===== src/rtl/ac_match_engine_if.sv =====
// Character stream handshake between the character source and the
// Aho-Corasick match engine.
interface ac_match_engine_if #(
    parameter int CHAR_W = 4
);
    logic              ch_valid;
    logic [CHAR_W-1:0] ch_data;
    logic              ch_ready;

    modport master (
        output ch_valid,
        output ch_data,
        input  ch_ready
    );

    modport slave (
        input  ch_valid,
        input  ch_data,
        output ch_ready
    );
endinterface


===== src/rtl/ac_match_engine.sv =====
// Aho-Corasick stepping engine: walks a runtime-loaded goto table one entry per
// cycle, following the failure chain on a miss, and flags hits with the stream position.
module ac_match_engine #(
    parameter int STATE_W    = 8,
    parameter int CHAR_W     = 4,
    parameter int GOTO_DEPTH = 32,
    parameter int NSTATES    = 32,
    parameter int POS_W      = 16,
    localparam int GW        = $clog2(GOTO_DEPTH),
    localparam int NW        = $clog2(NSTATES),
    localparam int AW        = (GW > NW) ? GW : NW,
    localparam int DW        = 2*STATE_W + CHAR_W + 1
) (
    input  logic               clk,
    input  logic               rst_n,
    input  logic               cfg_we,
    input  logic               cfg_sel,
    input  logic [AW-1:0]      cfg_addr,
    input  logic [DW-1:0]      cfg_data,
    input  logic               soft_clr,
    ac_match_engine_if.slave   ch,
    output logic               busy,
    output logic [STATE_W-1:0] now_state,
    output logic               match_valid,
    output logic [STATE_W-1:0] match_state,
    output logic [POS_W-1:0]   match_pos,
    output logic               err
);

    localparam int HW = $clog2(NSTATES + 1);

    typedef enum logic {
        IDLE,
        SCAN
    } state_t;

    state_t              state;
    logic                ready_q;
    logic [CHAR_W-1:0]   char_q;
    logic [GW-1:0]       idx;
    logic [HW-1:0]       hops;
    logic [POS_W-1:0]    pos;

    logic                goto_vld [GOTO_DEPTH];
    logic [STATE_W-1:0]  goto_cur [GOTO_DEPTH];
    logic [CHAR_W-1:0]   goto_chr [GOTO_DEPTH];
    logic [STATE_W-1:0]  goto_nxt [GOTO_DEPTH];
    logic [STATE_W-1:0]  fail_tbl [NSTATES];
    logic                out_flag [NSTATES];

    logic                entry_hit;
    logic                last_entry;
    logic                finish;
    logic                hop_err;
    logic [STATE_W-1:0]  final_state;

    assign ch.ch_ready = ready_q;

    // Table writes are only honoured while idle so a scan never sees a half-updated automaton.
    always_ff @(posedge clk or negedge rst_n) begin
        if (!rst_n) begin
            for (int i = 0; i < GOTO_DEPTH; i++) begin
                goto_vld[i] <= 1'b0;
                goto_cur[i] <= '0;
                goto_chr[i] <= '0;
                goto_nxt[i] <= '0;
            end
            for (int i = 0; i < NSTATES; i++) begin
                fail_tbl[i] <= '0;
                out_flag[i] <= 1'b0;
            end
        end else if (cfg_we && !busy) begin
            if (!cfg_sel) begin
                goto_vld[cfg_addr[GW-1:0]] <= cfg_data[DW-1];
                goto_cur[cfg_addr[GW-1:0]] <= cfg_data[STATE_W+CHAR_W +: STATE_W];
                goto_chr[cfg_addr[GW-1:0]] <= cfg_data[STATE_W +: CHAR_W];
                goto_nxt[cfg_addr[GW-1:0]] <= cfg_data[STATE_W-1:0];
            end else begin
                fail_tbl[cfg_addr[NW-1:0]] <= cfg_data[STATE_W-1:0];
                out_flag[cfg_addr[NW-1:0]] <= cfg_data[STATE_W];
            end
        end
    end

    assign entry_hit  = goto_vld[idx] && (goto_cur[idx] == now_state) &&
                        (goto_chr[idx] == char_q);
    assign last_entry = (idx == GW'(GOTO_DEPTH - 1));

    // Decide whether the current compare finishes the character and where it lands.
    always_comb begin
        finish      = 1'b0;
        hop_err     = 1'b0;
        final_state = now_state;
        if (state == SCAN) begin
            if (entry_hit) begin
                finish      = 1'b1;
                final_state = goto_nxt[idx];
            end else if (last_entry) begin
                if (now_state == '0) begin
                    finish      = 1'b1;
                    final_state = '0;
                end else if (hops == HW'(NSTATES)) begin
                    finish      = 1'b1;
                    hop_err     = 1'b1;
                    final_state = '0;
                end
            end
        end
    end

    // Main FSM; a soft clear wins over everything, including an accept in the same cycle.
    always_ff @(posedge clk or negedge rst_n) begin
        if (!rst_n) begin
            state       <= IDLE;
            ready_q     <= 1'b1;
            busy        <= 1'b0;
            char_q      <= '0;
            idx         <= '0;
            hops        <= '0;
            pos         <= '0;
            now_state   <= '0;
            match_valid <= 1'b0;
            match_state <= '0;
            match_pos   <= '0;
            err         <= 1'b0;
        end else begin
            match_valid <= 1'b0;
            if (soft_clr) begin
                state     <= IDLE;
                ready_q   <= 1'b1;
                busy      <= 1'b0;
                now_state <= '0;
                pos       <= '0;
                err       <= 1'b0;
            end else begin
                case (state)
                    IDLE: begin
                        if (ch.ch_valid) begin
                            char_q  <= ch.ch_data;
                            idx     <= '0;
                            hops    <= '0;
                            state   <= SCAN;
                            ready_q <= 1'b0;
                            busy    <= 1'b1;
                        end
                    end
                    SCAN: begin
                        if (finish) begin
                            now_state <= final_state;
                            pos       <= pos + POS_W'(1);
                            if (hop_err) begin
                                err <= 1'b1;
                            end
                            if (out_flag[final_state[NW-1:0]]) begin
                                match_valid <= 1'b1;
                                match_state <= final_state;
                                match_pos   <= pos;
                            end
                            state   <= IDLE;
                            ready_q <= 1'b1;
                            busy    <= 1'b0;
                        end else if (last_entry) begin
                            now_state <= fail_tbl[now_state[NW-1:0]];
                            hops      <= hops + HW'(1);
                            idx       <= '0;
                        end else begin
                            idx <= idx + GW'(1);
                        end
                    end
                    default: state <= IDLE;
                endcase
            end
        end
    end

endmodule


===== src/flat_wrapper.sv =====
// flat-port wrapper written by rule: the top's interface ports become plain ports
module ac_match_engine_flat 
#(
    parameter int STATE_W    = 8,
    parameter int CHAR_W     = 4,
    parameter int GOTO_DEPTH = 32,
    parameter int NSTATES    = 32,
    parameter int POS_W      = 16,
    localparam int GW        = $clog2(GOTO_DEPTH),
    localparam int NW        = $clog2(NSTATES),
    localparam int AW        = (GW > NW) ? GW : NW,
    localparam int DW        = 2*STATE_W + CHAR_W + 1
)
  (clk, rst_n, cfg_we, cfg_sel, cfg_addr, cfg_data, soft_clr, busy, now_state, match_valid, match_state, match_pos, err, ch_ch_valid, ch_ch_data, ch_ch_ready);
  ac_match_engine_if #(.CHAR_W(CHAR_W)) ch_i ();
  input  logic clk;
  input  logic rst_n;
  input  logic cfg_we;
  input  logic cfg_sel;
  input  logic [AW-1:0] cfg_addr;
  input  logic [DW-1:0] cfg_data;
  input  logic soft_clr;
  output logic busy;
  output logic [STATE_W-1:0] now_state;
  output logic match_valid;
  output logic [STATE_W-1:0] match_state;
  output logic [POS_W-1:0] match_pos;
  output logic err;
  input wire logic [$bits(ch_i.ch_valid)-1:0] ch_ch_valid;
  input wire logic [$bits(ch_i.ch_data)-1:0] ch_ch_data;
  output wire logic [$bits(ch_i.ch_ready)-1:0] ch_ch_ready;
  assign ch_i.ch_valid = ch_ch_valid;
  assign ch_i.ch_data = ch_ch_data;
  assign ch_ch_ready = ch_i.ch_ready;
  ac_match_engine #(.STATE_W(STATE_W), .CHAR_W(CHAR_W), .GOTO_DEPTH(GOTO_DEPTH), .NSTATES(NSTATES), .POS_W(POS_W)) u_core (.clk(clk), .rst_n(rst_n), .cfg_we(cfg_we), .cfg_sel(cfg_sel), .cfg_addr(cfg_addr), .cfg_data(cfg_data), .soft_clr(soft_clr), .ch(ch_i), .busy(busy), .now_state(now_state), .match_valid(match_valid), .match_state(match_state), .match_pos(match_pos), .err(err));
endmodule

===== config.mk =====
export PLATFORM = sky130hd
export DESIGN_NAME = ac_match_engine_flat
export DESIGN_NICKNAME = d
export VERILOG_FILES = /design/src/rtl/ac_match_engine_if.sv /design/src/rtl/ac_match_engine.sv /design/src/flat_wrapper.sv
export SDC_FILE = /design/constraint.sdc
export NUM_CORES = 1
export LEC_CHECK = 0
export CORE_MARGIN = 2
export CORE_UTILIZATION = 45
export CTS_CLUSTER_SIZE = 8
export DETAILED_ROUTE_END_ITERATION = 8
export PLACE_DENSITY_LB_ADDON = 0.1
export SYNTH_ARGS = -nofsm -noshare
export SYNTH_HDL_FRONTEND = slang
export SYNTH_SLANG_ARGS = --single-unit

===== constraint.sdc =====
create_clock -name clk -period 6.6 [get_ports clk]
set_clock_uncertainty 0.2 [all_clocks]
set_input_delay 0.99 -clock clk [delete_from_list [all_inputs] [get_ports clk]]
set_output_delay 0.99 -clock clk [all_outputs]
set_load 0.03 [all_outputs]

==> summary.md <==
• **number of flip-flops and latches in the synthesized netlist** 1,028
• **fraction of synthesis flops using an asynchronous set or reset pin** 1.00
• **result of the run** complete, no violations
• **number of warnings issued by yosys** 0
• **starting density of the core** 0.454
• **maxcap violations** 0
• **global-route usage over all layers** 0.251
• **pin count of the biggest net entering global routing** 189
• **slack of the critical path** 383 ps
• **routability congestion estimate** 0.847
• **Worst path top cell family by delay** multiplexers
• **TritonCTS clock tree** built
• **I/O pin cnt** 72
• **via/cell ratio** 5.99
• **startpoint-to-endpoint class of the critical path** reg2reg
• **worst hold path class** in2async
• **post-route DRC violation count** 0
• **post-placement cell area** 49,300 sq um
• **register clock-pin slew on the reported worst setup and hold paths** 50 ps
• **number of hold buffers added after CTS** 0
• **top cells by area in the synthesized netlist** sky130_fd_sc_hd__dfrtp_1 55%, sky130_fd_sc_hd__mux2_2 23%, sky130_fd_sc_hd__mux4_2 10%
• **data arrival time of the worst path** 6620 ps
• **count of buffers from port buffering** 71
• **number of nets with antenna violations after detailed routing** 0
• **average wire length per cell after detail routing** 28.8 um
• **internal power summed over all cells** 0.0127 W
• **worst setup slack after placement** 456 ps
• **reported net switching power** 0.00470 W
• **end-of-flow core utilization** 0.514
• **switching portion of total power** 0.270
• **final-layout fill cell count** 8,628
• **Cell Pwr Density** 327 nW/um^2
• **worst slew pin tran** 1350 ps
• **slowest cell on the critical path** sky130_fd_sc_hd__dfrtp_4
• **first-iteration detailed-routing DRC count** 1,976
• **share of power burned in combinational logic** 0.184
• **routed wire length** 132,000 um
• **period utilization** 0.942
• **detailed-route via count** 27.4k
• **antenna violations before repair** 1
• **area of the placeable core** 104,000 sq um
• **Detailed Routing Iterations Pass 1** 7
• **TritonCTS sink count** 1,028
• **number of enable-type register cells in the synthesized netlist** 0
• **f_max** 161 MHz
• **cell type contributing the most total cell area after synthesis** sky130_fd_sc_hd__dfrtp_1
• **H-tree depth reported by CTS** 4
• **latest clock arrival within the worst-skew pair** 740 ps
• **count of distinct cell types in the synthesized netlist** 68
• **proportion of power drawn by the clock network** 0.383
• **NumNets Final** 3,213
• **overall die width** 328 um
• **Leakage Power** 24.6 nW
• **category of the worst setup path capture point** register
• **post-CTS resize count** 0
• **series of cell instances along the critical path** buf_4, mux4_2, a21oi_1, a22oi_1, xnor2_1, nand4_1, nor4_4, mux2_4, mux2_2, nor4_1, or4_1, mux2i_1, a21oi_4, mux2_1
• **top_reg_cell synth** sky130_fd_sc_hd__dfrtp_1
• **final setup violating endpoints** 0
• **Setup Buffers After CTS** 0
• **Rel. slew slack** 0.0968
• **relative contribution of sequential cells to total power** 0.433
• **portion of synthesized cell area occupied by the leading cell type** 0.546
• **height of the die** 328 um
• **post-route setup TNS** 0 ps
• **final worst hold slack** 145 ps
• **worst ir drop on vdd** 0.000195 V
• **Crit path buffers/inverters** 1
• **setup repair after global routing missed its margin** no
• **cells after synthesis** 3,113
• **global-route wire length before repair** 198,000 um
• **share of layout cells above drive strength 1** 0.474
• **overall die area** 107,000 sq um
• **master cell of the clock root buffer** sky130_fd_sc_hd__clkbuf_16
• **half-perimeter wire length after detailed placement** 80,700 um
• **sequential share of the synthesized area** 0.546
• **final count of hold timing violations** 0
• **crit path time final** 6220 ps
• **syn nets** 3,154
• **total standard cell area after synthesis** 47,100 sq um
• **startpoint kind of the worst setup timing path** register
• **slowest stage delay, CP** 860 ps
• **CP Data Required Time** 7000 ps
• **post-route cell area** 53,300 sq um
• **top fanout value on the critical path** 29
• **number of rows in the core area** 118
• **vias in the first global route** 29.7k
• **mean instance size in the synthesized netlist** 15.1 sq um
• **Syn-to-layout area delta** 13.1%
• **leftover overflow at the end of global routing** 0
• **clk buf depth** 3
• **Pins Over Slew Limit** 0
• **TritonCTS Buffers** 146
-- routing by layer --
| layer | share of wire | global-route usage |
|---|---|---|
| met1 | 0.45 | 0.349 |
| met2 | 0.49 | 0.409 |
| met3 | 0.044 | 0.0385 |
| met4 | 0.024 | 0.0734 |
| met5 | 0 | 0 |
-- power by group through the flow --
stage / clock [W] / sequential [W] / combinational [W]
detailed placement: 0 / 0.00762 / 0.00321
finish: 0.00667 / 0.00753 / 0.00320
CTS: 0.00683 / 0.00752 / 0.00323
global route: 0.00711 / 0.00761 / 0.00343
floorplan: 0 / 0.00735 / 0.00243
global placement: 0 / 0.00758 / 0.00314
-- cell usage after synthesis (11+ instances only) --
| library cell | number |
|---|---|
| sky130_fd_sc_hd__clkbuf_1 | 189 |
| sky130_fd_sc_hd__a21oi_1 | 28 |
| sky130_fd_sc_hd__buf_2 | 23 |
| sky130_fd_sc_hd__mux2i_1 | 118 |
| sky130_fd_sc_hd__o21ai_0 | 24 |
| sky130_fd_sc_hd__mux2_4 | 19 |
| sky130_fd_sc_hd__mux2_2 | 972 |
| sky130_fd_sc_hd__dfrtp_1 | 1027 |
| sky130_fd_sc_hd__nand4_1 | 11 |
| sky130_fd_sc_hd__nand2_1 | 97 |
| sky130_fd_sc_hd__a221oi_1 | 13 |
| sky130_fd_sc_hd__xor2_1 | 15 |
| sky130_fd_sc_hd__xnor2_1 | 13 |
| sky130_fd_sc_hd__nand3_1 | 20 |
| sky130_fd_sc_hd__buf_1 | 38 |
| sky130_fd_sc_hd__inv_1 | 16 |
| sky130_fd_sc_hd__a22oi_1 | 23 |
| sky130_fd_sc_hd__nor2_1 | 80 |
| sky130_fd_sc_hd__mux4_2 | 214 |
| sky130_fd_sc_hd__buf_4 | 11 |
| sky130_fd_sc_hd__o221ai_1 | 13 |
-- area by class of cell --
class                           instances  area [sq um]  area share
Clock inverter                         11           141     0.00265
Tap cell                             1380          1730      0.0324
Multi-Input combinational cell       1796         20200       0.379
Sequential cell                      1028         25700       0.483
Timing Repair Buffer                  182          1620      0.0303
Inverter                               18          67.6     0.00127
Antenna cell                            2          5.00   0.0000939
Clock buffer                          162          3800      0.0713
-- final timing paths --
path / depth (start not counted) / endpoint / slack, ps / from
max in group asynchronous: 2 / u_core.goto_cur[54] / 4420 / rst_n
min reg2reg: 1 / u_core.fail_tbl[78] / 300 / u_core.fail_tbl[78]
min: 1 / u_core.goto_cur[214] / 140 / rst_n
max reg2reg: 14 / u_core.match_pos[15] / 380 / u_core.idx[0]
min in group clk: 1 / u_core.fail_tbl[78] / 300 / u_core.fail_tbl[78]
max: 14 / u_core.match_pos[15] / 380 / u_core.idx[0]
-- flip-flops by register name (all words and copies together) (netlist names), 8 cells and up --
register,flops
u_core.goto_cur,256
u_core.goto_nxt,256
u_core.match_pos,16
u_core.goto_chr,128
u_core.match_state,8
u_core.pos,16
u_core.fail_tbl,256
u_core.goto_vld,32
u_core.out_flag,32
u_core.now_state,8
-- layout by cell type (no fill, tap or decap), types with 5 or more instances in the layout --
master / synthesis / final
sky130_fd_sc_hd__a21oi_1: 28 / 28
sky130_fd_sc_hd__inv_1: 16 / 15
sky130_fd_sc_hd__o221ai_1: 13 / 13
sky130_fd_sc_hd__nand3b_1: 5 / 5
sky130_fd_sc_hd__dfrtp_1: 1027 / 1022
sky130_fd_sc_hd__nand2_1: 97 / 97
sky130_fd_sc_hd__mux4_2: 214 / 214
sky130_fd_sc_hd__clkbuf_1: 189 / 12
sky130_fd_sc_hd__nor2_4: 1 / 6
sky130_fd_sc_hd__nor3b_1: 7 / 7
sky130_fd_sc_hd__mux2i_1: 118 / 118
sky130_fd_sc_hd__a22oi_1: 23 / 23
sky130_fd_sc_hd__clkbuf_16: 0 / 150
sky130_fd_sc_hd__a211o_1: 8 / 8
sky130_fd_sc_hd__xnor2_1: 13 / 13
sky130_fd_sc_hd__o21ai_1: 8 / 8
sky130_fd_sc_hd__mux4_1: 6 / 6
sky130_fd_sc_hd__or3_1: 5 / 5
sky130_fd_sc_hd__mux2_1: 5 / 5
sky130_fd_sc_hd__a21o_1: 7 / 7
sky130_fd_sc_hd__a221oi_1: 13 / 13
sky130_fd_sc_hd__buf_4: 11 / 102
sky130_fd_sc_hd__nor3_1: 6 / 6
sky130_fd_sc_hd__nand4_1: 11 / 11
sky130_fd_sc_hd__and2_1: 6 / 6
sky130_fd_sc_hd__nor2_1: 80 / 72
sky130_fd_sc_hd__and3_1: 8 / 8
sky130_fd_sc_hd__buf_12: 0 / 9
sky130_fd_sc_hd__nand3_1: 20 / 20
sky130_fd_sc_hd__mux2_2: 972 / 972
sky130_fd_sc_hd__buf_2: 23 / 9
sky130_fd_sc_hd__ha_1: 5 / 5
sky130_fd_sc_hd__clkdlybuf4s50_1: 0 / 61
sky130_fd_sc_hd__o21ai_0: 24 / 24
sky130_fd_sc_hd__mux2_4: 19 / 19
sky130_fd_sc_hd__xor2_1: 15 / 15
sky130_fd_sc_hd__clkinv_8: 0 / 5
-- metrics by stage --
step,total power (W),instances
finish,0.0174,4579
global route,0.0181,4577
detailed placement,0.0108,4404
floorplan,0.00978,3113
global placement,0.0107,4404
CTS,0.0176,4577
-- cells by family after synthesis --
| group | after synthesis | synth area share |
|---|---|---|
| buffers and inverters | 289 | 0.0263 |
| flip-flops | 1028 | 0.546 |
| adder cells (fa/ha/maj) | 5 | 0.00133 |
| XOR/XNOR | 28 | 0.00521 |
| AO/OA/AOI/OAI | 153 | 0.0223 |
| AND/OR/NAND/NOR | 276 | 0.0282 |
| multiplexers | 1334 | 0.370 |
-- worst reg2reg max path: stages (launching register included) --
cell and delay [ps]:
sky130_fd_sc_hd__dfrtp_4 860, sky130_fd_sc_hd__buf_4 440, sky130_fd_sc_hd__mux4_2 550, sky130_fd_sc_hd__a21oi_1 380, sky130_fd_sc_hd__a22oi_1 200, sky130_fd_sc_hd__xnor2_1 320, sky130_fd_sc_hd__nand4_1 200, sky130_fd_sc_hd__nor4_4 340
sky130_fd_sc_hd__mux2_4 390, sky130_fd_sc_hd__mux2_2 370, sky130_fd_sc_hd__nor4_1 270, sky130_fd_sc_hd__or4_1 190, sky130_fd_sc_hd__mux2i_1 120, sky130_fd_sc_hd__a21oi_4 850, sky130_fd_sc_hd__mux2_1 410
Power figures use the tool's default switching activity.
